--- config.mk ---
export PLATFORM = sky130hd
export DESIGN_NAME = find_emax_lanes
export DESIGN_NICKNAME = d
export VERILOG_FILES = /design/src/rtl/find_emax_lanes.sv
export SDC_FILE = /design/constraint.sdc
export NUM_CORES = 1
export LEC_CHECK = 0
export ABC_AREA = 1
export CAP_MARGIN = 5
export CORE_ASPECT_RATIO = 1.1
export CORE_MARGIN = 4
export CORE_UTILIZATION = 44
export CTS_CLUSTER_DIAMETER = 40
export CTS_CLUSTER_SIZE = 8
export DETAILED_ROUTE_END_ITERATION = 10
export PLACE_DENSITY = 0.87
export SLEW_MARGIN = 10
export SYNTH_ARGS = -nofsm -noshare
export SYNTH_HDL_FRONTEND = slang
export SYNTH_SLANG_ARGS = --single-unit
--- constraint.sdc ---
create_clock -name clk -period 2 [get_ports clk]
set_input_delay 0.4 -clock clk [delete_from_list [all_inputs] [get_ports clk]]
set_output_delay 0.4 -clock clk [all_outputs]
set_load 0.03 [all_outputs]
--- src/rtl/find_emax_lanes.sv ---
// rtl/find_emax_lanes.sv - multi-lane block max-exponent finder with valid/ready result
// Folds LANES exponents per beat into a running block max; one registered result per block.
module find_emax_lanes #(
   parameter int FP_W  = 32,
   parameter int EXP_W = 8,
   parameter int LANES = 1,
   parameter int BLOCK = 4,
   localparam int BEATS = BLOCK / LANES,
   localparam int CNT_W = (BEATS > 1) ? $clog2(BEATS) : 1
) (
   input  logic                  clk,
   input  logic                  reset,
   input  logic                  s_fp,
   input  logic [LANES*FP_W-1:0] s_data,
   input  logic                  s_last,
   output logic                  c_fp,
   output logic [EXP_W-1:0]      m_emax,
   output logic                  m_zero,
   output logic                  m_special,
   output logic [CNT_W:0]        m_beats,
   output logic                  emax_v,
   input  logic                  c_ex
);

   localparam int EXP_LSB = FP_W - 1 - EXP_W;

   logic [CNT_W-1:0] cnt_q, cnt_d;
   logic [EXP_W-1:0] run_max_q, run_max_d;
   logic             run_spc_q, run_spc_d;
   logic [CNT_W:0]   seen_q, seen_d;
   logic [EXP_W-1:0] emax_q, emax_d;
   logic             zero_q, zero_d;
   logic             spc_q, spc_d;
   logic [CNT_W:0]   beats_q, beats_d;
   logic             valid_q, valid_d;

   logic [EXP_W-1:0] lane_exp;
   logic [EXP_W-1:0] beat_max;
   logic             beat_spc;
   logic [EXP_W-1:0] merged_max;
   logic             merged_spc;
   logic             accept;
   logic             last_beat;

   // Sign and mantissa bits never participate.
   logic data_unused;
   assign data_unused = ^s_data;

   always_comb begin
      lane_exp = '0;
      beat_max = '0;
      beat_spc = 1'b0;
      for (int i = 0; i < LANES; i++) begin
         lane_exp = s_data[i*FP_W + EXP_LSB +: EXP_W];
         if (lane_exp > beat_max) beat_max = lane_exp;
         if (&lane_exp) beat_spc = 1'b1;
      end
   end

   assign c_fp       = !valid_q || c_ex;
   assign accept     = s_fp && c_fp;
   assign last_beat  = (cnt_q == '0) || s_last;
   assign merged_max = (beat_max > run_max_q) ? beat_max : run_max_q;
   assign merged_spc = run_spc_q | beat_spc;

   always_comb begin
      cnt_d     = cnt_q;
      run_max_d = run_max_q;
      run_spc_d = run_spc_q;
      seen_d    = seen_q;
      emax_d    = emax_q;
      zero_d    = zero_q;
      spc_d     = spc_q;
      beats_d   = beats_q;
      valid_d   = valid_q && !c_ex;
      if (accept) begin
         if (last_beat) begin
            // A drain in the same cycle is overridden by the freshly completed block.
            emax_d    = merged_max;
            zero_d    = (merged_max == '0);
            spc_d     = merged_spc;
            beats_d   = seen_q + (CNT_W+1)'(1);
            valid_d   = 1'b1;
            cnt_d     = CNT_W'(BEATS - 1);
            run_max_d = '0;
            run_spc_d = 1'b0;
            seen_d    = '0;
         end else begin
            cnt_d     = cnt_q - CNT_W'(1);
            run_max_d = merged_max;
            run_spc_d = merged_spc;
            seen_d    = seen_q + (CNT_W+1)'(1);
         end
      end
   end

   always_ff @(posedge clk) begin
      if (reset) begin
         cnt_q     <= CNT_W'(BEATS - 1);
         run_max_q <= '0;
         run_spc_q <= 1'b0;
         seen_q    <= '0;
         emax_q    <= '0;
         zero_q    <= 1'b0;
         spc_q     <= 1'b0;
         beats_q   <= '0;
         valid_q   <= 1'b0;
      end else begin
         cnt_q     <= cnt_d;
         run_max_q <= run_max_d;
         run_spc_q <= run_spc_d;
         seen_q    <= seen_d;
         emax_q    <= emax_d;
         zero_q    <= zero_d;
         spc_q     <= spc_d;
         beats_q   <= beats_d;
         valid_q   <= valid_d;
      end
   end

   assign m_emax    = emax_q;
   assign m_zero    = zero_q;
   assign m_special = spc_q;
   assign m_beats   = beats_q;
   assign emax_v    = valid_q;

endmodule

---- Word-level counts from Yosys, hierarchy flattened ----
Cells that the tools add are included.
storage, ports and cells
  register bits after elaboration ......... 28
  output and inout port bits .............. 15
operators by class
  order comparisons ....................... 2
  $add $sub $neg .......................... 2
  mux-type cells .......................... 9
  reductions and logical operators ........ 10
  bitwise logic cells ..................... 1
operator list
  kind                                                number
  2-to-1 mux 8 bit                                    3
  > comparator 8 x 1 -> 1 bit, second input constant  1
  > comparator 8 bit                                  1
  zero test 8 bit                                     1
  AND reduction 8 bit                                 1
  2-to-1 mux 1 bit                                    4
  adder 3 x 1 -> 3 bit, second input constant         1
  2-to-1 mux 3 bit                                    1
  logical AND 1 bit                                   2
  zero test 1 bit                                     2
  zero test 2 bit                                     1
  logical OR 1 bit                                    2
  2-to-1 mux 2 bit                                    1
  AND reduction 2 bit                                 1
  subtractor 2 x 1 -> 2 bit, second input constant    1
  bitwise OR 1 bit                                    1

---- Depth between registers and ports, before layout ----
  depth after elaboration ................. 5
  mapped depth ............................ 16
  gate-level depth less buffers ........... 16

---- Worst setup path after synthesis ----
OpenSTA, ideal clock, no wires.
  path type ............................... input to register
  from .................................... input s_data[30]
  to ...................................... register emax_q[0], in the netlist m_emax[0]
  data required time ...................... 1.944 ns
  cell stages on the path ................. 11
  slack ................................... 0.269 ns
  arrival ................................. 1.675 ns
  cells stage by stage .................... clkbuf_1 ha_1 a21o_1 nor2_2 nand2_4 nand2_4 nand2_2 o21ai_2 nor2_1 or2_1 inv_1
between the ends
  cells in the longest elaborated chain, start to end .. 4
ends and longest elaborated chain
  element                      RTL line  text
  start: declaration           14        input logic [LANES*FP_W-1:0] s_data,
  > comparator 8 x 1 -> 1 bit  55        if (lane_exp > beat_max) beat_max = lane_exp;
  2-to-1 mux 8 bit (*)         55
  > comparator 8 bit           63        assign merged_max = (beat_max > run_max_q) ? beat_max : run_max_q;
  2-to-1 mux 8 bit (*)         63
  end signal: assignment       113       emax_q <= emax_d;
  end: declaration             31        logic [EXP_W-1:0] emax_q, emax_d;
Mark *: on every way between the ends. The rest lies on a longest branch, timed or not.
A chain may end at the register's enable or synchronous reset.

---- Worst setup path after layout ----
  from .................................... input s_data[27]
  to ...................................... register zero_q, in the netlist m_zero
between the ends
  cells in the longest elaborated chain, start to end .. 5
ends and longest elaborated chain
  element                      RTL line  text
  > comparator 8 x 1 -> 1 bit  55
  2-to-1 mux 8 bit (*)         55
  > comparator 8 bit           63
  2-to-1 mux 8 bit (*)         63
  zero test 8 bit (*)          80        zero_d = (merged_max == '0);
  end signal: assignment       114       zero_q <= zero_d;
  end: declaration             32        logic zero_q, zero_d;
Marked as above.

==> qor.csv <==
metric,value,unit
worst r2r path cells,12,
clk_lat worst skew,0.34,ns
fin crit period,1.98,ns
Yosys reg bits,28,
final antenna-violating net count,0,
Die ar.,0.00426,mm²
sequential-to-total area share from yosys stat,38.9,%
CTS tree,built,
CP arrival,2.27,ns
CP bufs+invs,1,
clock sink count,28,
Fill cells,238,
status,finished clean,
I/O Buffers,27,
Die Height,68.1,µm
slowest CP cell,clkdlybuf4s50_1,
CTS max path bufs,2,
Starting DRT DRC Count,92,
total gr overflow,0,
Netlist cell types,25,
r2r startpoint,run_max_q[5]$_SDFFE_PP0P_,
CTS Buf Count,3,
static leakage,0.924,nW
initial core utilization,46.5,%
number of iterations in the first detailed-routing pass,4,
IO Count,52,
number of vias per cell,5.25,
Overall Power,1.36,mW
routed wire length,3.83,mm
# rows,21,
global-route wire length before repair,5.42,mm
MaxCap Viol Count,0,
worst reg-to-reg setup slack,0.09,ns
vias in the first global route,1280,
Hold Worst Slack,0.471,ns
Worst path most repeated cell,nand2_1,
clock slew at reported path FFs,0.15,ns
Crit path required time,2.29,ns
initial antenna violation count,0,
drc violations,0,
via count,1464,
Antenna Diode Count,0,
mux cell area share after synthesis,0,%
Setup CP Type,primary input to flop,
Startpoint Class,primary input,
Max stage delay on crit path,0.44,ns
Horiz. Die Dim,62.6,µm
largest net degree at the start of global routing,17,
Slew headroom,72.1,%
setup violators final,0,
Synth-to-Final Area Change,39.5,%
most frequent cells in the layout,"nand2_1 (51), dfxtp_1 (28), inv_1 (24)",
r2r endpoint,m_zero$_SDFFE_PP0P_,
clock root buffer master,clkbuf_4,
complex-gate fraction of the synthesized area,12.1,%
layout cells sized above 1,19.2,%
maximum vdd drop,0.269,mV
GRT Util Overall,16.0,%
Core Region,0.00310,mm²
Synthesized Nets,247,
crit share post-route,98.9,%
"Net count, final",293,
worst hold path class,flop to flop,
XOR/XNOR Fraction of Synth Area,0.607,%
wire length per cell,13.7,µm
Clock Skews,0.00914,ns
H-tree depth,1,
Post-Synthesis Cell Area,0.00144,mm²
worst hold start,m_zero$_SDFFE_PP0P_,
Slew Limit Fails,0,
Ys Warns,0,
fmax,506,MHz
largest family of logic cells by synthesized area,simple AND/OR/NAND/NOR gates,
CP max FO,5,
hpwl dp,2.50,mm
GP Congestion,0.807,
WHS Path Cells,2,
Slew @ Worst Pin,0.415,ns
Syn Inst Count,200,
simple-gate share of the synthesized area,31.0,%
Post-Synth Adder-Cell Area,8.67,%
most common library cell in the layout ignoring fill and taps,nand2_1,
top cell family by delay on the critical path,simple AND/OR/NAND/NOR gates,
Worst setup EP type,flop,
final hold violation count,0,
Hold EP,m_zero$_SDFFE_PP0P_,
Syn Area/Cell,7.21,µm²
worst-path cell chain,clkdlybuf4s50_1 -> ha_1 -> nand2_1 -> nor2_4 -> nand4_4 -> nand2_4 -> nand2_1 -> nand2_1 -> nand2_1 -> nor2_1 -> nand3_1 -> nand2_1,
P per Cell Area,678,mW/mm²
## worst register-to-register path, delay by kind of cell (launching register included)
family | cells | cell delay (ns)
adders and majority gates | 1 | 0.28
buffers and inverters | 1 | 0.09
DFF | 1 | 0.36
and+or+nand+nor | 10 | 1.14
## sequential cells by signal (all words and copies together) (netlist names)
signal     count
m_emax         8
run_max_q      8
m_beats        3
seen_q         3
cnt_q          2
emax_v         1
m_special      1
m_zero         1
run_spc_q      1
## through the flow
step / cells / instance area, µm² / util (%) / setup TNS, ns / worst slack [ns]
2_1_floorplan: 200 / 1440 / - / 0 / 0.269
3_3_place_gp: 268 / 1830 / 59.2 / -1.66 / -0.246
3_5_place_dp: 268 / 1830 / 59.2 / -2.33 / -0.273
4_1_cts: 272 / 1890 / 60.9 / 0 / 0.0660
5_1_grt: 279 / 2010 / 64.9 / -0.187 / -0.0887
6_report: 279 / 2010 / 64.9 / 0 / 0.0221
## cells in the mapped netlist (all sizes together)
cell	number	area share (%)
or2	1	0.43
ha	10	8.7
xor2	1	0.61
nand3	14	4.9
nand3b	1	0.52
o21ai	14	5.1
dfxtp	28	39
o211ai	1	0.52
nor2	15	5.3
a21oi	16	5.6
nor4	1	0.43
clkbuf	7	1.8
nand4	1	1.5
buf	1	0.35
inv	25	6.5
nand2	60	17
a31oi	1	0.43
a21o	1	0.52
nor3	2	0.69
## metal layers
| layer | part of all wire, % | vias up | GRT usage [%] |
|---|---|---|---|
| met3 | 5.3 | 7 | 1.15 |
| met2 | 51 | 53 | 30.1 |
| met1 | 42 | 675 | 18.1 |
| li1 | - | 729 | - |
| met5 | 0 | - | 0 |
| met4 | 2.1 | 0 | 9.64 |
## final cells by class
| class | count | area, µm² | share of cell area, % |
|---|---|---|---|
| inverters | 25 | 93.8 | 4.66 |
| clock inverters | 1 | 30.0 | 1.49 |
| flip-flops and latches | 28 | 561 | 27.9 |
| clock buffers | 3 | 22.5 | 1.12 |
| multi-input cells | 142 | 845 | 42.0 |
| repair buffers | 46 | 418 | 20.8 |
| well taps | 34 | 42.5 | 2.11 |
## worst max path at each step
stage	startpoint	to	slack, ns	depth (start not counted)
after floorplan	s_data[30]	m_emax[0]$_SDFFE_PP0P_	0.27	11
final	s_data[27]	m_zero$_SDFFE_PP0P_	0.02	12
after global placement	s_data[30]	m_zero$_SDFFE_PP0P_	-0.25	12
after global routing	s_data[30]	m_zero$_SDFFE_PP0P_	-0.09	13
after CTS	s_data[30]	m_zero$_SDFFE_PP0P_	0.07	12
after detailed placement	s_data[30]	m_zero$_SDFFE_PP0P_	-0.27	12
## timing repair
| action | CTS | global route |
|---|---|---|
| buffers inserted | 0 | 4 |
| hold buffers | 0 | 0 |
| setup endpoints to repair | 0 | 4 |
| resized for setup | 0 | 14 |
## cell families after synthesis
family                   count (synthesis)
AND/OR/NAND/NOR                         95
AO/OA/AOI/OAI                           33
buffers and inverters                   33
flip-flops                              28
adder cells (fa/ha/maj)                 10
XOR/XNOR                                 1
## power by group
group          switching (mW)  internal, mW
logic                   0.220         0.162
registers              0.0162         0.587
clock network           0.175         0.203
No activity file was read; power rests on OpenSTA's default activity.
